File: config.mk
export PLATFORM = sky130hd
export DESIGN_NAME = matrix_column_scanner
export DESIGN_NICKNAME = d
export VERILOG_FILES = /design/src/rtl/matrix_column_scanner_pkg.sv /design/src/rtl/matrix_column_scanner_column_mux.sv /design/src/rtl/matrix_column_scanner.sv
export SDC_FILE = /design/constraint.sdc
export NUM_CORES = 1
export LEC_CHECK = 0
export CORE_AREA = 2 2 90 92
export DETAILED_ROUTE_END_ITERATION = 8
export DIE_AREA = 0 0 92 94
export GPL_TIMING_DRIVEN = 0
export PLACE_DENSITY_LB_ADDON = 0.12
export SKIP_LAST_GASP = 1
export SYNTH_ARGS = -nofsm -noshare
export SYNTH_HDL_FRONTEND = slang
export SYNTH_SLANG_ARGS = --single-unit
File: constraint.sdc
create_clock -name clk -period 2.95 [get_ports clk]
set_input_delay 0.7375 -clock clk [delete_from_list [all_inputs] [get_ports clk]]
set_output_delay 0.7375 -clock clk [all_outputs]
set_load 0.02 [all_outputs]
File: src/rtl/matrix_column_scanner_pkg.sv
// Shared panel definitions for the column scanner: FSM state encoding and
// width helpers for column index and phase counters.
package matrix_column_scanner_pkg;

    typedef enum logic [1:0] {
        IDLE  = 2'd0,
        BLANK = 2'd1,
        DRIVE = 2'd2
    } scan_state_t;

    // Bits needed to hold values 0..n-1, never less than one bit.
    function automatic int idx_width(input int n);
        return (n > 1) ? $clog2(n) : 1;
    endfunction

    function automatic int max_int(input int a, input int b);
        return (a > b) ? a : b;
    endfunction

endpackage

File: src/rtl/matrix_column_scanner_column_mux.sv
// Selects one N_ROWS-wide column slice out of a packed frame buffer;
// parametrised successor of the fixed 5-input column multiplexer.
module column_mux
    import matrix_column_scanner_pkg::*;
#(
    parameter int N_ROWS = 7,
    parameter int N_COLS = 5,
    parameter int IDX_W  = idx_width(N_COLS)
) (
    input  logic [N_ROWS*N_COLS-1:0] data,
    input  logic [IDX_W-1:0]         sel,
    output logic [N_ROWS-1:0]        slice
);

    always_comb begin
        slice = '0;
        for (int unsigned c = 0; c < N_COLS; c++) begin
            if (sel == IDX_W'(c)) begin
                slice = data[c*N_ROWS +: N_ROWS];
            end
        end
    end

endmodule

File: src/rtl/matrix_column_scanner.sv
// LED matrix column scanner: blank/drive timing per column, double-buffered
// frame input swapped only at frame boundaries, registered drive outputs.
module matrix_column_scanner
    import matrix_column_scanner_pkg::*;
#(
    parameter int N_ROWS       = 7,
    parameter int N_COLS       = 5,
    parameter int BLANK_CYCLES = 2,
    parameter int DWELL_CYCLES = 4
) (
    input  logic                     clk,
    input  logic                     rst_n,
    input  logic                     enable,
    input  logic                     invert,
    input  logic [N_ROWS*N_COLS-1:0] frame_data,
    input  logic                     frame_valid,
    output logic                     frame_ready,
    output logic [N_COLS-1:0]        col_sel,
    output logic [N_ROWS-1:0]        row_out,
    output logic                     frame_start
);

    localparam int IDX_W = idx_width(N_COLS);
    localparam int CNT_W = idx_width(max_int(BLANK_CYCLES, DWELL_CYCLES));
    localparam int FW    = N_ROWS * N_COLS;

    scan_state_t        state, state_next;
    logic [IDX_W-1:0]   col_idx, col_next;
    logic [CNT_W-1:0]   cnt, cnt_next;
    logic [FW-1:0]      active_buf, shadow_buf;
    logic               pending;
    logic               frame_entry, swap, accept;
    logic [N_ROWS-1:0]  slice;
    logic [N_COLS-1:0]  onehot;

    column_mux #(
        .N_ROWS (N_ROWS),
        .N_COLS (N_COLS),
        .IDX_W  (IDX_W)
    ) u_column_mux (
        .data  (active_buf),
        .sel   (col_idx),
        .slice (slice)
    );

    always_comb begin
        state_next = state;
        col_next   = col_idx;
        cnt_next   = cnt;
        unique case (state)
            IDLE: begin
                if (enable) begin
                    state_next = BLANK;
                    col_next   = '0;
                    cnt_next   = '0;
                end
            end
            BLANK: begin
                if (cnt == CNT_W'(BLANK_CYCLES - 1)) begin
                    state_next = DRIVE;
                    cnt_next   = '0;
                end else begin
                    cnt_next = cnt + CNT_W'(1);
                end
            end
            DRIVE: begin
                if (cnt == CNT_W'(DWELL_CYCLES - 1)) begin
                    state_next = BLANK;
                    cnt_next   = '0;
                    col_next   = (col_idx == IDX_W'(N_COLS - 1)) ? '0 : col_idx + IDX_W'(1);
                end else begin
                    cnt_next = cnt + CNT_W'(1);
                end
            end
            default: begin
                state_next = IDLE;
                col_next   = '0;
                cnt_next   = '0;
            end
        endcase
        if (!enable) begin
            state_next = IDLE;
            col_next   = '0;
            cnt_next   = '0;
        end
    end

    // Entering BLANK at column 0 from anywhere but BLANK is the frame boundary.
    assign frame_entry = (state_next == BLANK) && (col_next == '0) && (state != BLANK);
    assign swap        = frame_entry && pending;
    assign accept      = frame_valid && !pending;
    assign frame_ready = !pending;
    // DRIVE never follows a column change, so the current col_idx is the one driven next.
    assign onehot      = N_COLS'(1) << col_idx;

    always_ff @(posedge clk or negedge rst_n) begin
        if (!rst_n) begin
            state       <= IDLE;
            col_idx     <= '0;
            cnt         <= '0;
            active_buf  <= '0;
            shadow_buf  <= '0;
            pending     <= 1'b0;
            col_sel     <= '0;
            row_out     <= '0;
            frame_start <= 1'b0;
        end else begin
            state       <= state_next;
            col_idx     <= col_next;
            cnt         <= cnt_next;
            frame_start <= frame_entry;
            if (swap) begin
                active_buf <= shadow_buf;
                pending    <= 1'b0;
            end else if (accept) begin
                shadow_buf <= frame_data;
                pending    <= 1'b1;
            end
            if (state_next == DRIVE) begin
                col_sel <= onehot;
                row_out <= slice ^ {N_ROWS{invert}};
            end else begin
                col_sel <= '0;
                row_out <= '0;
            end
        end
    end

endmodule

* Word level (Yosys, flattened, before mapping)
Cells that the tools add are included.
W data, S select, Z words.
** Word-level totals
- Bits in registers :: 91
- Input bits :: 40
- Output and inout port bits :: 14
- Word-level logic and storage cells :: 56
** Operators by class
- Add/sub/neg operators :: 2
- Equal/unequal tests :: 11
- Shift-type cells :: 1
- Multiplexer cells :: 21
- Bitwise logic cells :: 2
- Reduce and logical (&&, ||, !) cells :: 10
** Operator list (count)
- $mux W7 :: 6
- $mux W2 :: 6
- $mux W3 :: 3
- $xor A7 B7 Y7 :: 1
- $eq A2 B1 Y1 const B :: 3
- $eq A2 B2 Y1 const B :: 3
- $eq A3 B2 Y1 const B :: 2
- $logic_not A3 Y1 :: 2
- $pmux W2 S3 :: 1
- $pmux W3 S2 :: 1
- $mux W5 :: 1
- $shl A1 B3 Y5 const A :: 1
- $logic_and A1 B1 Y1 :: 4
- $pmux W2 S2 :: 1
- $add A3 B1 Y3 const B :: 1
- $eq A3 B1 Y1 const B :: 1
- $eq A3 B3 Y1 const B :: 1
- $add A2 B1 Y2 const B :: 1
- $logic_not A2 Y1 :: 1
- $mux W1 :: 2
- $ne A2 B1 Y1 const B :: 1
- $reduce_and A2 Y1 :: 1
- $reduce_bool A2 Y1 :: 1
- $logic_not A1 Y1 :: 1
- $not A1 Y1 :: 1

* Logic depth before layout (Yosys ltp)
Gate-level depths: netlist of run 1.
- Depth in word-level cells :: 11
- Mapped depth :: 10
- Mapped depth without buffers :: 7

* Modules after synthesis
A second synthesis of run 1 with hierarchy kept.
** Unflattened totals
- Cells, all modules :: 378
- Area total of the unflattened synthesis :: 4377.9 µm²
** Modules (own cells, without submodules)
- matrix_column_scanner :: times used 1, cells an instance 330, area an instance 4028.9 µm², seq. area each 2277.2 µm²
- column_mux :: times used 1, cells an instance 48, area an instance 349.1 µm², seq. area each 0.0 µm²

* Worst setup path after synthesis of run 1
OpenSTA, ideal clock, no wires.
- Path kind :: reg-to-reg
- Start point :: reg col_idx[0]
- End point :: reg active_buf[10]
- Library setup time :: 0.125 ns
- Data arrival time :: 2.248 ns
- Required time :: 2.825 ns
- Setup slack :: 0.577 ns
- Cell stages (with the launch flop) :: 9
- Path buffers :: 1
- Clock period less this slack :: 2.373 ns
- Cell sequence :: dfrtp_1 > ha_1 > ha_1 > a21o_1 > o211a_1 > a31oi_1 > nor4_4 > buf_6 > mux2_4
** On the way
- Cells in the longest elaborated chain, start to end :: 9
- Elaborated cells on any way between the ends :: 10
- Classes of those cells :: 1 x add/sub; 1 x eq/ne; 4 x mux; 4 x reduce/logical
** RTL lines
- start, declared :: line matrix_column_scanner.sv:28 : logic [IDX_W-1:0] col_idx, col_next;
- start signal, assigned :: line matrix_column_scanner.sv:109 : col_idx <= col_next;
- $add A3 B1 Y3 / $eq A3 B3 Y1 (equally long branches) :: line matrix_column_scanner.sv:70 : col_next = (col_idx == IDX_W'(N_COLS - 1)) ? '0 : col_idx + IDX_W'(1);
- $mux W3 :: line matrix_column_scanner.sv:70
- $mux W3 :: line matrix_column_scanner.sv:67 : if (cnt == CNT_W'(DWELL_CYCLES - 1)) begin
- $pmux W3 S2 * :: line matrix_column_scanner.sv:50 : unique case (state)
- $mux W3 * :: line matrix_column_scanner.sv:81 : if (!enable) begin
- $logic_not A3 Y1 * :: line matrix_column_scanner.sv:89 : assign frame_entry = (state_next == BLANK) && (col_next == '0) && (state != BLANK);
- $logic_and A1 B1 Y1 * (2 in series) :: line matrix_column_scanner.sv:89
- $logic_and A1 B1 Y1 * :: line matrix_column_scanner.sv:90 : assign swap = frame_entry && pending;
- end signal, assigned :: line matrix_column_scanner.sv:113 : active_buf <= shadow_buf;
- end, declared :: line matrix_column_scanner.sv:30 : logic [FW-1:0] active_buf, shadow_buf;
Every way passes the cells marked *; elsewhere a longest branch is shown, timed or not.
A chain may end at the register's enable or synchronous reset.

* Worst setup path in the final report of run 1
- Start point :: reg state[0]
- End point :: reg active_buf[28]
** On the way
- Cells in the longest elaborated chain, start to end :: 7
- Elaborated cells on any way between the ends :: 15
- Classes of those cells :: 4 x eq/ne; 6 x mux; 5 x reduce/logical
** RTL lines
- start, declared :: line matrix_column_scanner.sv:27 : scan_state_t state, state_next;
- start signal, assigned :: line matrix_column_scanner.sv:108 : state <= state_next;
- $eq A2 B2 Y1 (tied with other cells) :: line matrix_column_scanner.sv:50
- $pmux W2 S3 / $pmux W3 S2 (equally long branches) :: line matrix_column_scanner.sv:50
- $mux W2 / $mux W3 (equally long branches) :: line matrix_column_scanner.sv:81
- $eq A2 B1 Y1 / $logic_not A3 Y1 (equally long branches) :: line matrix_column_scanner.sv:89
- $logic_and A1 B1 Y1 :: line matrix_column_scanner.sv:89
- $logic_and A1 B1 Y1 * :: line matrix_column_scanner.sv:89
- $logic_and A1 B1 Y1 * :: line matrix_column_scanner.sv:90
Marks and branches as above.

==> results of run 1 <==
[flip-flops by register name (all words and copies together) (netlist names)]
name,count
pending,1
row_out,7
state,2
frame_start,1
col_idx,3
cnt,2
col_sel,5
active_buf,35
shadow_buf,35
[worst register-to-register path, cell delays in order (launching register included)]
cell and delay, ns:
dfrtp_1 0.42, inv_1 0.09, ha_1 0.31, nor2b_2 0.23, o21ai_2 0.14, a31oi_1 0.16, nor4_4 0.66, buf_6 0.28
mux2_4 0.32
[power groups by stage]
stage | registers, uW | clock network (uW) | logic (uW)
floorplan | 1960 | 0 | 961
global placement | 2070 | 0 | 1140
detailed placement | 2090 | 0 | 1180
CTS | 2070 | 935 | 1190
global route | 2120 | 978 | 1290
finish | 2060 | 917 | 1170
[cells in the final DEF, fill, tap and decap left out, drive strengths merged]
cell type | Yosys | layout
clkbuf | 8 | 20
a211oi | 4 | 4
xor2 | 7 | 7
o211a | 1 | 1
inv | 17 | 17
nor2b | 2 | 2
a31oi | 2 | 2
o21ai | 1 | 1
bufinv | 0 | 2
nor2 | 15 | 15
a21o | 2 | 2
nor3 | 2 | 2
clkinv | 0 | 2
nor3b | 3 | 3
o22ai | 7 | 7
or2 | 1 | 1
clkdlybuf4s50 | 0 | 51
nand3b | 8 | 8
a21oi | 10 | 10
nand2 | 21 | 21
buf | 8 | 10
mux2 | 70 | 70
ha | 12 | 12
dfrtp | 91 | 91
a221oi | 7 | 7
or2b | 1 | 1
nand3 | 1 | 1
nor4 | 1 | 1
nand2b | 2 | 2
[kinds of logic after synthesis]
family | share of synthesized area (%)
xor+xnor | 1.50
fa+ha+maj | 3.66
buf+inv | 3.75
mux | 21.9
compound gates | 6.23
flops | 55.5
simple gates | 7.45
[per-stage QoR]
step	setup slack [ns]	instance area (um^2)	cells	hold WS, ns	power [uW]
2_1_floorplan	0.577	4100	304	0.442	2920
3_3_place_gp	-2.18	4750	458	0.481	3210
3_5_place_dp	0.0389	4770	459	0.490	3270
4_1_cts	0.229	4990	475	0.384	4190
5_1_grt	0.0753	4990	475	0.418	4390
6_report	0.232	4990	475	0.372	4150
[final cells by class]
cell class	count	area share [%]
Buffer	16	1.80
Clock buffer	12	2.91
Inverter	17	1.28
Timing Repair Buffer	53	10.9
Sequential cell	91	45.6
Tap cell	102	2.56
Multi-Input combinational cell	180	33.4
Clock inverter	4	1.48
[layer usage]
metal / up-vias / part of all wire, %
met1: 1218 / 48
met2: 52 / 47
li1: 1178 / -
met4: 0 / 2.6
met3: 15 / 3.0
met5: - / 0
[final timing paths]
| check | startpoint | endpoint | slack (ns) |
|---|---|---|---|
| max in group asynchronous | rst_n | shadow_buf[18]$_DFFE_PN0P_ | 1.96 |
| min in group clk | cnt[0]$_DFF_PN0_ | cnt[0]$_DFF_PN0_ | 0.51 |
| hold reg to reg | cnt[0]$_DFF_PN0_ | cnt[0]$_DFF_PN0_ | 0.51 |
| hold / removal | rst_n | state[1]$_DFF_PN0_ | 0.37 |
| setup reg to reg | state[0]$_DFF_PN0_ | active_buf[28]$_DFFE_PN0P_ | 0.23 |
| setup / recovery | state[0]$_DFF_PN0_ | active_buf[28]$_DFFE_PN0P_ | 0.23 |
==> flow_metrics.env, run 1 <==
export IMPL_clock_sinks=91
export IMPL_nets=420
export IMPL_gr_usage_met3_pct=2.73
export IMPL_die_w_um=92
export IMPL_area_delta_synth_final_pct=21.8
export IMPL_syn_area_per_cell_um2=13.5
export IMPL_num_rows=32
export IMPL_wl_um=7560
export IMPL_grt_busiest_layer="met2"
export IMPL_powerDensity_mw_per_mm2=832
export IMPL_seq_power_share_pct=49.6
export IMPL_initial_core_util_pct=53.9
export IMPL_finalCriticalPeriod_ns=2.72
export IMPL_seq_area_frac_synth_pct=55.5
export IMPL_core_mm2=0.00761
export IMPL_synth_top_cells_by_count="dfrtp_1, mux2_2, mux2_4"
export IMPL_place_congestion=0.781
export IMPL_wire_per_inst_um=15.9
export IMPL_firstDrtPassIters=4
export IMPL_cts_tree="done"
export IMPL_max_cap_violations=0
export IMPL_die_height_um=94
export IMPL_cts_buffers=9
export IMPL_ios=54
export IMPL_hpwlAfterDp_um=5430
export IMPL_synthCells=304
export IMPL_yosys_warnings=0
export IMPL_worst_path_stages=8
export IMPL_cp_cell_sequence="inv_1 -> ha_1 -> nor2b_2 -> o21ai_2 -> a31oi_1 -> nor4_4 -> buf_6 -> mux2_4"
export IMPL_seq_area_mm2=0.00228
export IMPL_pwr_share_clk_pct=22.1
export IMPL_slew_headroom_pct=49.8
export IMPL_rsz0062_at_grt="no"
export IMPL_criticalPathCategory="register to register"
export IMPL_sw_frac_of_total_pct=27.1
export IMPL_yosys_area_top_type_share_pct=55.5
export IMPL_min_period_over_period_pct=92.1
export IMPL_critPathBufInv=2
export IMPL_vias=2463
export IMPL_drt_iter0_drc=70
export IMPL_setup_viol=0
export IMPL_path_max_fanout=10
export IMPL_ys_seq_elements=91
export IMPL_pwr_share_comb_pct=28.3
export IMPL_ctsResizeCount=0
export IMPL_grt_first_pass_wirelength_um=12800
export IMPL_gr_usage_met1_pct=27.2
export IMPL_netlist_area_mm2=0.00410
export IMPL_cts_root_buf="clkbuf_8"
export IMPL_fill_cells=579
export IMPL_gr_usage_met2_pct=30.4
export IMPL_ys_flop_type="dfrtp_1"
export IMPL_ys_types=35
export IMPL_ant_nets=0
export IMPL_cpMaxStageDelayCell="nor4_4"
export IMPL_tightest_slew_ns=0.747
export IMPL_antenna_cells=0
export IMPL_synthesis_nets=356
export IMPL_tns_ns=0
export IMPL_ff2ff_path_depth=8
export IMPL_final_util_pct=65.6
export IMPL_path_delay_family="simple AND/OR/NAND/NOR gates"
export IMPL_h_tree_depth=3
export IMPL_synthTopCellsByArea="dfrtp_1, mux2_2, mux2_4, ha_1, nand2_1"
export IMPL_worst_setup_path_end_kind="register"
export IMPL_drcViolationCount=0
export IMPL_grt_usage_pct=19.5
export IMPL_async_flop_share_pct=100
export IMPL_holdBufCountCts=0
export IMPL_outcome="completed"
export IMPL_drive_gt1_share_pct=27.1
export IMPL_gr_total_overflow=0
export IMPL_path_clk_slew_ns=0.08
export IMPL_cp_required_ns=3.19
export IMPL_slowest_delay_ns=0.66
export IMPL_portBuffers=52
export IMPL_cts_setup_buffers=0
export IMPL_startpoint_type="register"
export IMPL_antenna_found_initial=0
export IMPL_max_freq_mhz=368
export IMPL_grt_max_degree=49
export IMPL_first_global_vias=2631
export IMPL_p_leak_uw=0.00219
export IMPL_clk_latency_ns=0.35
export IMPL_die_area_mm2=0.00865
export IMPL_skew_ns=0.00669
export IMPL_clk_path_buf_depth=2
export IMPL_hold_viol_final=0
export IMPL_peakVddDrop_mv=0.437
export IMPL_min_path_type="input pin to asynchronous set/reset pin"
export IMPL_multiInputGateArea_mm2=0.00167
export IMPL_synth_largest_area_cell="dfrtp_1"
export IMPL_crit_arrival_ns=2.96
export IMPL_p_sw_uw=1120
export IMPL_yosysMostFrequentCell="dfrtp_1"
export IMPL_synth_edf_count=0
export IMPL_internal_power_uw=3030
export IMPL_viasPerCell=5.19
export IMPL_report_final_slew_viol_count=0
No activity file was read; power rests on OpenSTA's default activity.
==> inputs of run 2 (changes only) <==
- CORE_AREA: 2 2 90 92 -> 2 2 95 87
- DIE_AREA: 0 0 92 94 -> 0 0 97 89
==> flow_metrics.env, run 2 (synthesized netlist as in run 1, its figures left out) <==
export IMPL_critPathLaunch="col_idx[0]$_DFF_PN0_"
export IMPL_rsz0062_at_grt="no"
export IMPL_tightest_slew_ns=0.754
export IMPL_cts_tree="done"
export IMPL_finalCriticalPeriod_ns=2.76
export IMPL_ctsResizeCount=0
export IMPL_path_clk_slew_ns=0.09
export IMPL_hold_viol_final=0
export IMPL_cts_setup_buffers=0
export IMPL_peakVddDrop_mv=0.462
export IMPL_drt_iter0_drc=123
export IMPL_die_height_um=89
export IMPL_first_global_vias=2534
export IMPL_core_mm2=0.00754
export IMPL_tns_ns=0
export IMPL_cts_root_buf="clkbuf_8"
export IMPL_total_power_uw=4180
export IMPL_criticalPathCategory="register to register"
export IMPL_antenna_found_initial=0
export IMPL_portBuffers=52
export IMPL_final_common_cell="dfrtp_1"
export IMPL_vias=2471
export IMPL_num_rows=30
export IMPL_area_delta_synth_final_pct=21.9
export IMPL_clock_sinks=91
export IMPL_top_regs="active_buf: 35 flops, shadow_buf: 35 flops, row_out: 7 flops"
export IMPL_firstDrtPassIters=4
export IMPL_hpwlAfterDp_um=5400
export IMPL_grt_max_degree=47
export IMPL_min_path_type="input pin to asynchronous set/reset pin"
export IMPL_grt_usage_pct=19.2
export IMPL_r2r_end="active_buf[32]$_DFFE_PN0P_"
export IMPL_max_cap_violations=0
export IMPL_outcome="completed"
export IMPL_skew_ns=0.00844
export IMPL_slew_headroom_pct=49.3
export IMPL_endpoint="active_buf[32]$_DFFE_PN0P_"
export IMPL_rrSetupSlack_ns=0.19
export IMPL_clk_path_buf_depth=2
export IMPL_min_period_over_period_pct=93.5
export IMPL_ff2ff_path_depth=8
export IMPL_gr_total_overflow=0
export IMPL_viasPerCell=5.27
export IMPL_initial_core_util_pct=54.3
export IMPL_place_congestion=0.763
export IMPL_most_common_layout_cells="dfrtp_1, clkdlybuf4s50_1, mux2_2"
export IMPL_cp_required_ns=3.20
export IMPL_startpoint_type="register"
export IMPL_p_leak_uw=0.00220
export IMPL_powerDensity_mw_per_mm2=835
export IMPL_die_area_mm2=0.00863
export IMPL_h_tree_depth=3
export IMPL_clk_latency_ns=0.36
export IMPL_holdBufCountCts=0
export IMPL_r2r_start="col_idx[0]$_DFF_PN0_"
export IMPL_drive_gt1_share_pct=27.6
export IMPL_wl_um=7480
export IMPL_path_max_fanout=10
export IMPL_ant_nets=0
export IMPL_grt_first_pass_wirelength_um=12800
export IMPL_wire_per_inst_um=16.0
export IMPL_worst_setup_path_end_kind="register"
export IMPL_antenna_cells=0
export IMPL_setup_viol=0
export IMPL_cts_buffers=9
export IMPL_crit_arrival_ns=3.00
export IMPL_die_w_um=97
export IMPL_ios=54
export IMPL_report_final_slew_viol_count=0
export IMPL_nets=420
export IMPL_drcViolationCount=0
export IMPL_final_util_pct=66.3
export IMPL_max_freq_mhz=363
[run 2: cell types whose count changed in the layout (fill, tap and decap cells not counted)]
cell,delta
clkbuf_1,-2
clkinv_2,-1
clkinv_4,+1
inv_6,+2
[run 2: layout make-up]
cell class / instances / area [um^2]
repair buffers: 53 / 546
multi-input cells: 180 / 1670
fillers: 573 / 2550
plain buffers: 16 / 90.1
clock inverters: 6 / 95.1
flip-flops and latches: 91 / 2280
inverters: 17 / 63.8
clock buffers: 10 / 138
well taps: 96 / 120
[run 2: how the worst min path moves through the flow]
| stage | slack [ns] | endpoint | from |
|---|---|---|---|
| final | 0.38 | state[0]$_DFF_PN0_ | rst_n |
| after global routing | 0.41 | state[0]$_DFF_PN0_ | rst_n |
| after global placement | 0.48 | cnt[0]$_DFF_PN0_ | cnt[0]$_DFF_PN0_ |
| after floorplan | 0.44 | active_buf[0]$_DFFE_PN0P_ | rst_n |
| after detailed placement | 0.49 | active_buf[5]$_DFFE_PN0P_ | shadow_buf[5]$_DFFE_PN0P_ |
| after CTS | 0.40 | active_buf[8]$_DFFE_PN0P_ | rst_n |
[run 2: routing by layer]
metal  vias up  wire [um]  track usage [%]
met1      1232       3590             26.3
met2        48       3490             30.7
met4         0         85             5.51
met3        10        315             5.55
met5         -          0                0
li1       1181          -                -
[run 2: worst max-delay path: stages (launching register included)]
cell and delay, ns:
dfrtp_1 0.45, ha_1 0.23, ha_1 0.27, a21o_1 0.09, o211a_1 0.18, a31oi_1 0.15, nor4_4 0.67, buf_6 0.28
mux2_4 0.31
[run 2: where the power goes]
part | internal [uW] | switching (uW)
clock | 509 | 444
sequential | 1750 | 305
combinational | 772 | 392
[run 2: per-stage QoR]
stage               worst slack [ns]  cells  hold slack (ns)  area [um^2]
global placement               -2.12    452            0.483         4740
global route                  0.0239    469            0.413         5000
detailed placement          0.000864    453            0.492         4770
floorplan                      0.577    304            0.442         4100
finish                         0.192    469            0.381         5000
CTS                            0.186    469            0.396         5000
==> inputs of run 3 (changes only) <==
- CORE_AREA: 2 2 95 87 -> 2 2 76 108
- DIE_AREA: 0 0 97 89 -> 0 0 78 110
==> flow_metrics.env, run 3 (synthesized netlist as in run 1, its figures left out) <==
export IMPL_finalCriticalPeriod_ns=2.51
export IMPL_path_max_fanout=10
export IMPL_r2r_start="col_idx[0]$_DFF_PN0_"
export IMPL_cp_cell_sequence="clkdlybuf4s50_1 -> nor2b_1 -> clkbuf_1 -> clkbuf_1 -> mux2_2"
export IMPL_first_global_vias=2501
export IMPL_tightest_slew_ns=0.684
export IMPL_slew_headroom_pct=54.4
export IMPL_gr_total_overflow=0
export IMPL_die_w_um=78
export IMPL_tns_ns=0
export IMPL_startpoint_type="input pin"
export IMPL_grt_max_degree=52
export IMPL_worst_setup_path_end_kind="register"
export IMPL_cts_tree="done"
export IMPL_max_cap_violations=0
export IMPL_rsz0062_at_grt="no"
export IMPL_cts_buffers=9
export IMPL_antenna_found_initial=0
export IMPL_min_path_type="input pin to asynchronous set/reset pin"
export IMPL_area_delta_synth_final_pct=21.0
export IMPL_place_inst=457
export IMPL_ios=54
export IMPL_ant_nets=0
export IMPL_clk_path_buf_depth=2
export IMPL_nets=424
export IMPL_critPathBufInv=3
export IMPL_min_period_over_period_pct=85.2
export IMPL_ff2ff_path_depth=9
export IMPL_h_tree_depth=3
export IMPL_fin_cells=475
export IMPL_path_delay_family="buffers and inverters"
export IMPL_r2r_end="active_buf[7]$_DFFE_PN0P_"
export IMPL_final_common_cell="dfrtp_1"
export IMPL_grt_usage_pct=18.9
export IMPL_report_final_slew_viol_count=0
export IMPL_wire_per_inst_um=15.5
export IMPL_path_clk_slew_ns=0.07
export IMPL_outcome="completed"
export IMPL_antenna_cells=0
export IMPL_grt_first_pass_wirelength_um=12200
export IMPL_num_rows=38
export IMPL_clk_latency_ns=0.36
export IMPL_drt_iter0_drc=115
export IMPL_powerDensity_mw_per_mm2=801
export IMPL_hpwlAfterDp_um=5430
export IMPL_clock_sinks=91
export IMPL_wl_um=7350
export IMPL_setup_viol=0
export IMPL_slowest_delay_ns=0.59
export IMPL_criticalPathCategory="input pin to register"
export IMPL_vias=2463
export IMPL_crit_arrival_ns=2.76
export IMPL_cpMaxStageDelayCell="clkbuf_1"
export IMPL_drive_gt1_share_pct=27.5
export IMPL_place_congestion=0.771
export IMPL_crit_path_frequent_cell="clkbuf_1"
export IMPL_skew_ns=0.00610
export IMPL_peakVddDrop_mv=0.523
export IMPL_ctsResizeCount=0
export IMPL_holdBufCountCts=0
export IMPL_top_regs="active_buf: 35 flops, shadow_buf: 35 flops, row_out: 7 flops"
export IMPL_core_mm2=0.00761
export IMPL_drcViolationCount=0
export IMPL_viasPerCell=5.19
export IMPL_portBuffers=52
export IMPL_firstDrtPassIters=4
export IMPL_hold_viol_final=0
export IMPL_most_common_layout_cells="dfrtp_1, clkdlybuf4s50_1, mux2_2"
export IMPL_initial_core_util_pct=53.9
export IMPL_die_height_um=110
export IMPL_die_area_mm2=0.00858
export IMPL_rrSetupSlack_ns=0.47
export IMPL_max_freq_mhz=398
export IMPL_cp_required_ns=3.20
export IMPL_p_leak_uw=0.00218
export IMPL_cts_root_buf="clkbuf_8"
## run 3: power breakdown
group          internal, uW  switching, uW  leakage [uW]
Sequential             1750            301       0.00112
Clock                   321            395     0.0000823
Combinational           787            417      0.000984
Total                  2860           1110       0.00218
## run 3: stage by stage
step | power (uW) | instance area [um^2] | util (%) | worst slack [ns] | hold slack, ns
3_3_place_gp | 3220 | 4750 | 62.4 | -2.10 | 0.478
3_5_place_dp | 3280 | 4770 | 62.7 | -0.00240 | 0.491
2_1_floorplan | 2920 | 4100 | - | 0.577 | 0.442
6_report | 3970 | 4960 | 65.2 | 0.437 | 0.352
5_1_grt | 4220 | 4960 | 65.2 | 0.340 | 0.386
4_1_cts | 4010 | 4930 | 64.8 | 0.203 | 0.357
## run 3: repair_timing
action	4_1_cts	5_1_grt
buffers inserted	0	4
setup endpoints to repair	0	3
hold endpoints to repair	0	0
## run 3: worst max-delay path by stage
stage | start | endpoint | slack, ns | cells past startpoint
detailed placement | enable | active_buf[26]$_DFFE_PN0P_ | -0.002 | 7
global placement | rst_n | shadow_buf[22]$_DFFE_PN0P_ | -2.10 | 1
global route | col_idx[0]$_DFF_PN0_ | row_out[5]$_DFF_PN0_ | 0.34 | 9
CTS | col_idx[0]$_DFF_PN0_ | active_buf[26]$_DFFE_PN0P_ | 0.20 | 8
floorplan | col_idx[0]$_DFF_PN0_ | active_buf[10]$_DFFE_PN0P_ | 0.58 | 8
finish | frame_valid | shadow_buf[4]$_DFFE_PN0P_ | 0.44 | 5
## run 3: cell type report
type	instances	area, um^2
buffer	16	90.1
inverter	17	63.8
clock buffer	12	145
tap	100	125
timing repair buffer	57	576
sequential	91	2280
clock inverter	2	13.8
fill	600	2650
multi-input combinational	180	1670
## run 3: per-layer routing
layer / vias up / wire [um] / share of wire [%] / GRT usage (%)
met3: 12 / 290 / 3.9 / 3.75
met5: - / 0 / 0 / 0
li1: 1179 / - / - / -
met1: 1221 / 3230 / 44 / 23.7
met4: 0 / 127 / 1.7 / 9.52
met2: 51 / 3710 / 50 / 31.4
## run 3: worst reg2reg max path, cell delays in order (launching register included)
cell and delay, ns:
dfrtp_1 0.44, ha_1 0.23, ha_1 0.28, a21o_1 0.17
o211a_1 0.22, a31oi_1 0.35, nor4_4 0.06, buf_4 0.17
buf_6 0.16, mux2_4 0.30
